`config.mk`:
```
export PLATFORM = sky130hd
export DESIGN_NAME = descrambler_rx
export DESIGN_NICKNAME = d
export VERILOG_FILES = /design/src/rtl/descrambler_rx.sv
export SDC_FILE = /design/constraint.sdc
export NUM_CORES = 1
export LEC_CHECK = 0
export CORE_MARGIN = 8
export CORE_UTILIZATION = 60
export DETAILED_ROUTE_END_ITERATION = 8
export PLACE_DENSITY_LB_ADDON = 0.25
export SETUP_SLACK_MARGIN = 0.5
export SYNTH_ARGS = -nofsm -noshare
export SYNTH_HDL_FRONTEND = slang
export SYNTH_SLANG_ARGS = --single-unit
```
`constraint.sdc`:
```
create_clock -name i_clk -period 7.95 [get_ports i_clk]
set_input_delay 0.795 -clock i_clk [delete_from_list [all_inputs] [get_ports i_clk]]
set_output_delay 0.795 -clock i_clk [all_outputs]
set_load 0.03 [all_outputs]
```
`src/rtl/descrambler_rx.sv`:
```
// Receive-side lane descrambler: strips the x^23+x^21+x^16+x^8+x^5+x^2+1 keystream
// from the serial lane and packs recovered bits LSB-first into WORD_W-bit words.
module descrambler_rx #(
  parameter int          WORD_W = 32,
  parameter logic [22:0] SEED   = 23'h1DBFBC
) (
  input  logic              i_clk,
  input  logic              i_rst,
  input  logic              i_data_in,
  input  logic              i_enable,
  input  logic              i_scr_rst,
  output logic              o_data_out,
  output logic              o_data_out_vld,
  output logic [WORD_W-1:0] o_word_out,
  output logic              o_word_vld,
  output logic              o_locked
);

  localparam int CNT_W = (WORD_W > 2) ? $clog2(WORD_W) : 1;

  typedef enum logic {
    IDLE = 1'b0,
    RUN  = 1'b1
  } state_t;

  state_t            r_state;
  state_t            w_next_state;
  logic [22:0]       r_lfsr;
  logic [CNT_W-1:0]  r_bit_cnt;
  logic [WORD_W-2:0] r_shift;

  logic w_key;
  logic w_fb;
  logic w_accept;
  logic w_bit;
  logic w_word_done;

  always_ff @(posedge i_clk or posedge i_rst) begin
    if (i_rst) begin
      r_state <= IDLE;
    end else begin
      r_state <= w_next_state;
    end
  end

  always_comb begin
    w_next_state = r_state;
    w_key        = r_lfsr[22];
    w_fb         = r_lfsr[22] ^ r_lfsr[20] ^ r_lfsr[15] ^ r_lfsr[7] ^ r_lfsr[4] ^ r_lfsr[1];
    w_accept     = 1'b0;
    w_bit        = i_data_in ^ r_lfsr[22];
    w_word_done  = (r_bit_cnt == CNT_W'(WORD_W - 1));
    case (r_state)
      IDLE: if (i_scr_rst) w_next_state = RUN;
      RUN: begin
        w_next_state = RUN;
        w_accept     = i_enable && !i_scr_rst;
      end
      default: w_next_state = IDLE;
    endcase
  end

  // RUN is only reachable through scr_rst, so the state bit doubles as the lock flag.
  assign o_locked = (r_state == RUN);

  always_ff @(posedge i_clk or posedge i_rst) begin
    if (i_rst) begin
      r_lfsr         <= SEED;
      r_bit_cnt      <= '0;
      r_shift        <= '0;
      o_data_out     <= 1'b0;
      o_data_out_vld <= 1'b0;
      o_word_out     <= '0;
      o_word_vld     <= 1'b0;
    end else if (i_scr_rst) begin
      r_lfsr         <= SEED;
      r_bit_cnt      <= '0;
      r_shift        <= '0;
      o_data_out_vld <= 1'b0;
      o_word_vld     <= 1'b0;
    end else if (w_accept) begin
      o_data_out     <= w_bit;
      o_data_out_vld <= 1'b1;
      r_lfsr         <= {r_lfsr[21:0], w_fb};
      if (w_word_done) begin
        o_word_out <= {w_bit, r_shift};
        o_word_vld <= 1'b1;
        r_bit_cnt  <= '0;
      end else begin
        o_word_vld <= 1'b0;
        r_bit_cnt  <= r_bit_cnt + 1'b1;
        for (int i = 0; i < WORD_W - 1; i++) begin
          if (r_bit_cnt == CNT_W'(i)) r_shift[i] <= w_bit;
        end
      end
    end else begin
      o_data_out_vld <= 1'b0;
      o_word_vld     <= 1'b0;
    end
  end

endmodule

```
==> results.cfg, run 1 <==
[status]
status = complete, no violations

[logic_synthesis]
syn_inst = 319
synth-compound-area-share = 0.0957
yosysSeqAreaShare = 0.586
syn_area_um2 = 4090
ys_ff_latch = 95
synth_top_cell_area_share = 0.483
yosys_warnings = 0
synthesis.nets = 330
ys_types = 35
synth_top_family_by_area = multiplexers
synth.area.mux_share = 0.132
yosys.area_share.simple = 0.118
synthTopCellsByArea = dfrtp_1 48%, dfstp_2 10%, mux2_2 7.7%
synthAdderAreaFrac = 0.0184
synth_top_area_cell = dfrtp_1
yosys.area_share.xor_xnor = 0.0205
avgSynthCellArea_um2 = 12.8

[timing]
tightest_slew_ns = 1.00
rsz0062_at_grt = false
fmax_mhz = 386
slew_headroom = 0.333
worst_slack_ns = 5.36
fin_crit_ns = 2.59
period_share = 0.326
finalClockSkew_ns = 0.0165
hold_violations = 0
slew_violations = 0
setup_viol = 0
whs_ns = 0.483
setup-tns-final_ns = 0

[drt]
drt-initial-drc-count = 172
firstDrtPassIters = 4
ant_nets = 0
wl_per_cell_um = 16.5
via_per_inst = 5.65
dr_total_vias = 2467
drc = 0
wl_mm = 7.19

[place]
pre_cts_ws_ns = 5.08
place_area_um2 = 4520
place_congestion = 0.760
dp_hpwl_mm = 4.79
io_buffers = 40

[global_route]
grt_max_degree = 54
overflow = 0
grt_usage = 0.157
grt_pass1_vias = 2576
antenna_found_initial = 0
grt_pass1_wl_mm = 12.4

[cells_and_area]
antenna_cells = 0
nets = 363
seq_area_um2 = 2400
multi_input_area_um2 = 1570
fill_cells = 490
stdcell_area_um2 = 4720
drive_above_1_share = 0.188
area_growth_pct = 15.4

[power_and_ir_drop]
leakage_nw = 2.18
power.total_mw = 0.878
power.density_nw_per_um2 = 186
irDropWorstVdd_uv = 133

[worst_hold_path]
hold_start = r_lfsr[0]
worstHoldPathCells = 1
hold_class = flop to flop
min_to = r_lfsr[1]

[critical_path]
path_depth = 1
critPathMaxFanout = 15
cp_top_family = buffers and inverters
cp-start-kind = flop
crit_buf_inv = 1
r2r_start = r_bit_cnt[1]
worstPathCellList = clkdlybuf4s50_1
critPathMaxStageDelay_ns = 0.77
regToRegEndpoint = o_word_out[25]
ff2ff_path_depth = 6
cp.arrival_ns = 1.80
r2r_slack_ns = 5.46
worst_setup_path_end_kind = primary output
slowest_stage = clkdlybuf4s50_1
crit_required_ns = 7.15
worstSetupPathType = flop to primary output

[floorplan]
die_w_um = 98.6
core_region_area_um2 = 6680
io_pins = 41
die-area_um2 = 9720
start_util = 0.612
rows = 30
die_h_um = 98.6

[clock_tree]
postCtsHoldBufs = 0
cts-resized-gates = 0
path_clk_slew_ns = 0.10
clk_path_buf_depth = 2
cts_tree = yes
post_cts_buffers = 0
h-tree-depth = 3
clock-root-buffer = clkbuf_8
insertion_delay_ns = 0.37
cts_buffers = 9
clock_sinks = 95

[flow_run]
cap_violations = 0
==> flip-flops by register name (all words and copies together), names as in the netlist <==
name / flops
r_shift: 31
o_data_out: 1
r_bit_cnt: 5
r_lfsr: 23
o_locked: 1
o_word_vld: 1
o_data_out_vld: 1
o_word_out: 32
==> Yosys cell counts <==
| master | n |
|---|---|
| nand3_1 | 2 |
| inv_1 | 6 |
| o22ai_1 | 1 |
| a22o_1 | 9 |
| xor2_1 | 2 |
| ha_1 | 6 |
| dfrtp_1 | 79 |
| nor3_1 | 5 |
| dfstp_2 | 16 |
| nand2_1 | 21 |
| nor2_1 | 1 |
| a21oi_2 | 1 |
| o21ai_0 | 14 |
| mux2i_1 | 19 |
| o21ai_1 | 1 |
| clkbuf_2 | 1 |
| xnor3_1 | 1 |
| nand2b_1 | 20 |
| clkbuf_1 | 10 |
| and4b_1 | 4 |
| xnor2_1 | 5 |
| buf_6 | 1 |
| nor2b_1 | 11 |
| nand3b_1 | 4 |
| buf_2 | 9 |
| nor3b_1 | 3 |
| or2_2 | 1 |
| nand4b_2 | 1 |
| o31ai_1 | 11 |
| and3_1 | 1 |
| mux2_2 | 28 |
| o22a_1 | 16 |
| nand4b_1 | 5 |
| mux2_1 | 3 |
| or2_1 | 1 |
==> through the flow <==
stage                util  instances
floorplan               -        319
finish              0.706        437
CTS                 0.706        437
global placement    0.676        421
detailed placement  0.676        421
global route        0.706        437
==> cells in the final DEF, fill, tap and decap left out, types with 2 or more instances in the layout <==
cell and instances:
ha_1 6, and4b_1 4, mux2i_1 19, nand3_1 2, inv_1 5, o22a_1 16
inv_6 2, mux2_1 3, xor2_1 2, clkbuf_8 10, nor2b_1 11, xnor2_1 5
nand2_1 21, clkinv_2 3, mux2_2 28, a22o_1 9, nand4b_1 5, dfrtp_1 79
clkdlybuf4s50_1 40, buf_4 3, nand2b_1 20, nor3_1 5, nor3b_1 3, dfstp_2 16
o21ai_0 14, o31ai_1 11, nand3b_1 4
==> power breakdown <==
group | switching, mW | internal (mW)
Sequential | 0.00704 | 0.494
Clock | 0.167 | 0.156
Combinational | 0.0344 | 0.0199
Total | 0.208 | 0.670
==> cells by family after synthesis <==
family                   count (synthesis)
AO/OA/AOI/OAI                           53
AND/OR/NAND/NOR                         80
multiplexers                            50
XOR/XNOR                                 8
flip-flops                              95
buffers and inverters                   27
adder cells (fa/ha/maj)                  6
==> worst max path at each step <==
stage,startpoint,to
final,o_locked,o_locked
after global routing,r_bit_cnt[1],o_word_out[24]
after CTS,o_locked,o_locked
after detailed placement,i_scr_rst,o_word_out[27]
after global placement,i_scr_rst,o_word_out[30]
after floorplan,i_rst,o_data_out
==> metal layers <==
metal,global-route usage,share of wire,routed length [µm],vias up
li1,-,-,-,1194
met1,0.195,0.46,3290,1222
met2,0.254,0.48,3460,40
met3,0.0465,0.048,347,11
met4,0.0555,0.013,95,0
met5,0,0,0,-
==> layout make-up <==
cell class,count,area share
well taps,80,0.0212
clock inverters,6,0.0141
inverters,6,0.00504
multi-input cells,197,0.333
repair buffers,43,0.0896
clock buffers,10,0.0292
flip-flops and latches,95,0.508
Power figures use the tool's default switching activity.
==> inputs of run 2 (changes only) <==
--- a/config.mk
+++ b/config.mk
@@ -6,7 +6,7 @@
 export NUM_CORES = 1
 export LEC_CHECK = 0
 export CORE_MARGIN = 8
-export CORE_UTILIZATION = 60
+export CORE_UTILIZATION = 56
 export DETAILED_ROUTE_END_ITERATION = 8
 export PLACE_DENSITY_LB_ADDON = 0.25
 export SETUP_SLACK_MARGIN = 0.5
==> constraint.sdc (replaced) <==
create_clock -name i_clk -period 2.42 [get_ports i_clk]
set_input_delay 0.242 -clock i_clk [delete_from_list [all_inputs] [get_ports i_clk]]
set_output_delay 0.242 -clock i_clk [all_outputs]
set_load 0.03 [all_outputs]
==> results.cfg, run 2 (synthesis gave the netlist of run 1 again) <==
[drt]
wl_mm = 7.93
dr_total_vias = 2613
drt-initial-drc-count = 159
drc = 0
wl_per_cell_um = 16.9
via_per_inst = 5.56
firstDrtPassIters = 4
ant_nets = 0

[status]
status = complete, no violations

[cells_and_area]
area_growth_pct = 21.1
layout_common_cells = 79 x dfrtp_1, 39 x clkdlybuf4s50_1, 28 x mux2_2
reg_top3 = o_word_out (32), r_shift (31), r_lfsr (23)
drive_above_1_share = 0.235
largest_register = o_word_out
mostFrequentLayoutCell = dfrtp_1
largest_register_ffs = 32
nets = 377
antenna_cells = 0

[global_route]
grt_pass1_wl_mm = 13.3
grt_max_degree = 40
antenna_found_initial = 0
overflow = 0
grt_pass1_vias = 2645
grt_usage = 0.168

[critical_path]
critPathMaxStageDelay_ns = 0.43
crit_required_ns = 2.66
slowest_stage = dfrtp_1
worstSetupPathType = flop to flop
cp.arrival_ns = 2.10
cp-start-kind = flop
ff2ff_path_depth = 7
critPathMaxFanout = 11
worst_setup_path_end_kind = flop
worstPathCellList = ha_4 -> and3_4 -> ha_4 -> nand4b_1 -> buf_6 -> buf_6 -> mux2_2

[timing]
whs_ns = 0.269
slew_violations = 0
period_share = 0.769
fmax_mhz = 537
rsz0062_at_grt = false
fin_crit_ns = 1.86
hold_violations = 0
setup-tns-final_ns = 0
slew_headroom = 0.637
tightest_slew_ns = 0.543
setup_viol = 0
finalClockSkew_ns = 0.00754

[clock_tree]
h-tree-depth = 3
path_clk_slew_ns = 0.09
insertion_delay_ns = 0.36
clock_sinks = 95
clk_path_buf_depth = 2
clock-root-buffer = clkbuf_8
cts_buffers = 9
cts_tree = yes
postCtsHoldBufs = 0

[worst_hold_path]
hold_class = input port to asynchronous set/reset pin

[power_and_ir_drop]
leakage_nw = 2.26
power.density_nw_per_um2 = 592
irDropWorstVdd_uv = 365

[place]
place_congestion = 0.810
dp_hpwl_mm = 5.15
io_buffers = 40

[floorplan]
die_h_um = 101
io_pins = 41
core_region_area_um2 = 7180
die-area_um2 = 10300
die_w_um = 101
rows = 31
start_util = 0.570

[flow_run]
cap_violations = 0
-- run 2: cell count changes in the layout (fill, tap and decap cells not counted), sizes merged --
cell,delta
dlygate4sd2,+1
clkdlybuf4s50,-1
clkinv,-3
clkinvlp,+2
clkbuf,+2
bufinv,-1
buf,+14
-- run 2: final timing paths --
path | start | to | slack (ns)
hold reg to reg | o_word_out[24] | o_word_out[24] | 0.49
min in group i_clk | o_word_out[24] | o_word_out[24] | 0.49
hold / removal | i_rst | r_shift[30] | 0.27
setup / recovery | r_bit_cnt[0] | o_word_out[1] | 0.56
setup reg to reg | r_bit_cnt[0] | o_word_out[1] | 0.56
max in group asynchronous | i_rst | o_locked | 1.52
-- run 2: cell type report --
| class | count | area [µm²] |
|---|---|---|
| clock buffer | 12 | 188 |
| clock inverter | 4 | 31.3 |
| fill | 519 | 2220 |
| inverter | 6 | 26.3 |
| multi-input combinational | 197 | 1620 |
| sequential | 95 | 2400 |
| tap | 99 | 124 |
| timing repair buffer | 57 | 571 |
-- run 2: timing repair --
item | CTS | global route
cloned | 2 | 0
gates resized for setup | 11 | 3
setup buffers | 3 | 1
endpoints found under the setup margin | 61 | 45
-- run 2: metal layers --
metal,vias up,GRT usage,part of all wire
met2,40,0.263,0.50
met5,-,0,0
met4,0,0.0687,0.015
met3,8,0.0433,0.033
li1,1224,-,-
met1,1341,0.216,0.45
-- run 2: power breakdown --
group	leakage (nW)	internal, mW	total, mW	switching, mW
clock network	0.110	0.533	1.08	0.547
registers	1.26	1.62	1.65	0.0209
logic	0.892	0.0818	0.207	0.125
-- run 2: critical path, delay by kind of cell (launching register included) --
| kind | cells | cell delay, ns |
|---|---|---|
| muxes | 1 | 0.35 |
| and+or+nand+nor | 2 | 0.29 |
| DFF | 1 | 0.43 |
| buffers and inverters | 2 | 0.31 |
| adders and majority gates | 2 | 0.37 |
-- run 2: metrics by stage --
stage                     utilization  instance area, µm²  setup WS, ns  std cells  power, mW
after CTS                       0.688                4930         0.529        469       2.97
after floorplan                     -                4110         0.492        319       1.81
after global routing            0.690                4950         0.506        470       3.05
final                           0.690                4950         0.559        470       2.93
after detailed placement        0.647                4640         0.319        448       1.88
after global placement          0.647                4640         0.415        448       1.87
==> inputs of run 3 (changes only) <==
==> constraint.sdc (replaced) <==
create_clock -name i_clk -period 1.9 [get_ports i_clk]
set_input_delay 0.19 -clock i_clk [delete_from_list [all_inputs] [get_ports i_clk]]
set_output_delay 0.19 -clock i_clk [all_outputs]
set_load 0.03 [all_outputs]
==> results.cfg, run 3 (synthesis gave the netlist of run 1 again) <==
[timing]
slew_violations = 0
setup-tns-final_ns = 0
rsz0062_at_grt = true
setup_viol = 0
fmax_mhz = 553
period_share = 0.951
tightest_slew_ns = 0.661
fin_crit_ns = 1.81
whs_ns = 0.214
hold_violations = 0
worst_slack_ns = 0.0924
slew_headroom = 0.559
finalClockSkew_ns = 0.00996

[drt]
dr_total_vias = 2664
via_per_inst = 5.53
drc = 0
ant_nets = 0
wl_per_cell_um = 17.0
drt-initial-drc-count = 103
firstDrtPassIters = 4
wl_mm = 8.19

[clock_tree]
clock-root-buffer = clkbuf_8
path_clk_slew_ns = 0.09
cts_tree = yes
postCtsHoldBufs = 0
insertion_delay_ns = 0.36
cts_buffers = 9
clk_path_buf_depth = 2
clock_sinks = 95
h-tree-depth = 3

[power_and_ir_drop]
p_int_mw = 2.94
p_seq_frac = 0.543
irDropWorstVdd_uv = 608
power.total_mw = 3.85
combPwrFrac = 0.082
leakage_nw = 2.56
p_sw_mw = 0.910
power.density_nw_per_um2 = 741
switching_share = 0.236
power.share.clock = 0.375

[place]
place_congestion = 0.876
dp_hpwl_mm = 5.51
io_buffers = 40
dp_cells = 458
pre_cts_ws_ns = 0.0726
place_area_um2 = 4760

[critical_path]
cp.arrival_ns = 2.04
worstPathCellList = ha_2 -> and3_4 -> ha_4 -> buf_6 -> and4b_2 -> nand2_2 -> mux2i_1
critPathMaxStageDelay_ns = 0.40
worst_setup_path_end_kind = flop
slowest_stage = dfrtp_1
crit_buf_inv = 1
cp_top_family = simple AND/OR/NAND/NOR gates
critPathMaxFanout = 6
cp-start-kind = flop
crit_required_ns = 2.14
worstSetupPathType = flop to flop

[cells_and_area]
multi_input_area_um2 = 1790
stdcell_area_um2 = 5200
utilization = 0.725
reg_top3 = o_word_out (32), r_shift (31), r_lfsr (23)
stdcell_count = 482
area_growth_pct = 27.2
drive_above_1_share = 0.366
antenna_cells = 0
largest_register_ffs = 32
mostFrequentLayoutCell = dfrtp_1
nets = 389
seq_area_um2 = 2400
layout_common_cells = 78 x dfrtp_1, 34 x dlygate4sd2_1, 28 x mux2_2
largest_register = o_word_out
fill_cells = 495

[global_route]
grt_max_degree = 39
grt_pass1_vias = 2809
overflow = 0
grt_pass1_wl_mm = 13.8
grt_usage = 0.172
antenna_found_initial = 0

[floorplan]
start_util = 0.570
io_pins = 41
core_region_area_um2 = 7180
die-area_um2 = 10300
die_w_um = 101
die_h_um = 101
rows = 31

[status]
status = complete, no violations

[flow_run]
cap_violations = 0

[worst_hold_path]
hold_class = input port to asynchronous set/reset pin
run 3: cell type report:
type	instances	area share
flip-flops and latches	95	0.461
inverters	6	0.00505
clock buffers	9	0.0238
multi-input cells	197	0.344
repair buffers	69	0.124
clock inverters	7	0.0183
well taps	99	0.0238
run 3: worst paths after layout:
| path | slack (ns) | from | cells after the start | end |
|---|---|---|---|---|
| min | 0.21 | i_rst | 2 | o_word_out[29] |
| max reg2reg | 0.09 | r_bit_cnt[1] | 7 | r_shift[5] |
| min in group i_clk | 0.40 | i_enable | 3 | r_shift[23] |
| min reg2reg | 0.49 | o_word_out[23] | 1 | o_word_out[23] |
| max | 0.09 | r_bit_cnt[1] | 7 | r_shift[5] |
| max in group asynchronous | 1.11 | i_rst | 3 | o_locked |
run 3: power by group through the flow:
| stage | Sequential [mW] | Combinational [mW] | Clock, mW |
|---|---|---|---|
| after CTS | 2.09 | 0.305 | 1.47 |
| after global placement | 2.13 | 0.281 | 0 |
| after global routing | 2.10 | 0.347 | 1.54 |
| after floorplan | 2.14 | 0.175 | 0 |
| after detailed placement | 2.13 | 0.287 | 0 |
| final | 2.09 | 0.316 | 1.45 |
run 3: repair_timing:
action,4_1_cts,5_1_grt
hold endpoints to repair,0,0
setup buffers,5,3
pin swaps,0,2
endpoints found under the setup margin,103,85
gates resized for setup,77,16
run 3: metal layers:
metal | up-vias | global-route usage | wire length [µm]
li1 | 1246 | - | -
met1 | 1363 | 0.205 | 3560
met2 | 44 | 0.299 | 4270
met3 | 11 | 0.0337 | 257
met4 | 0 | 0.0641 | 103
met5 | - | 0 | 0
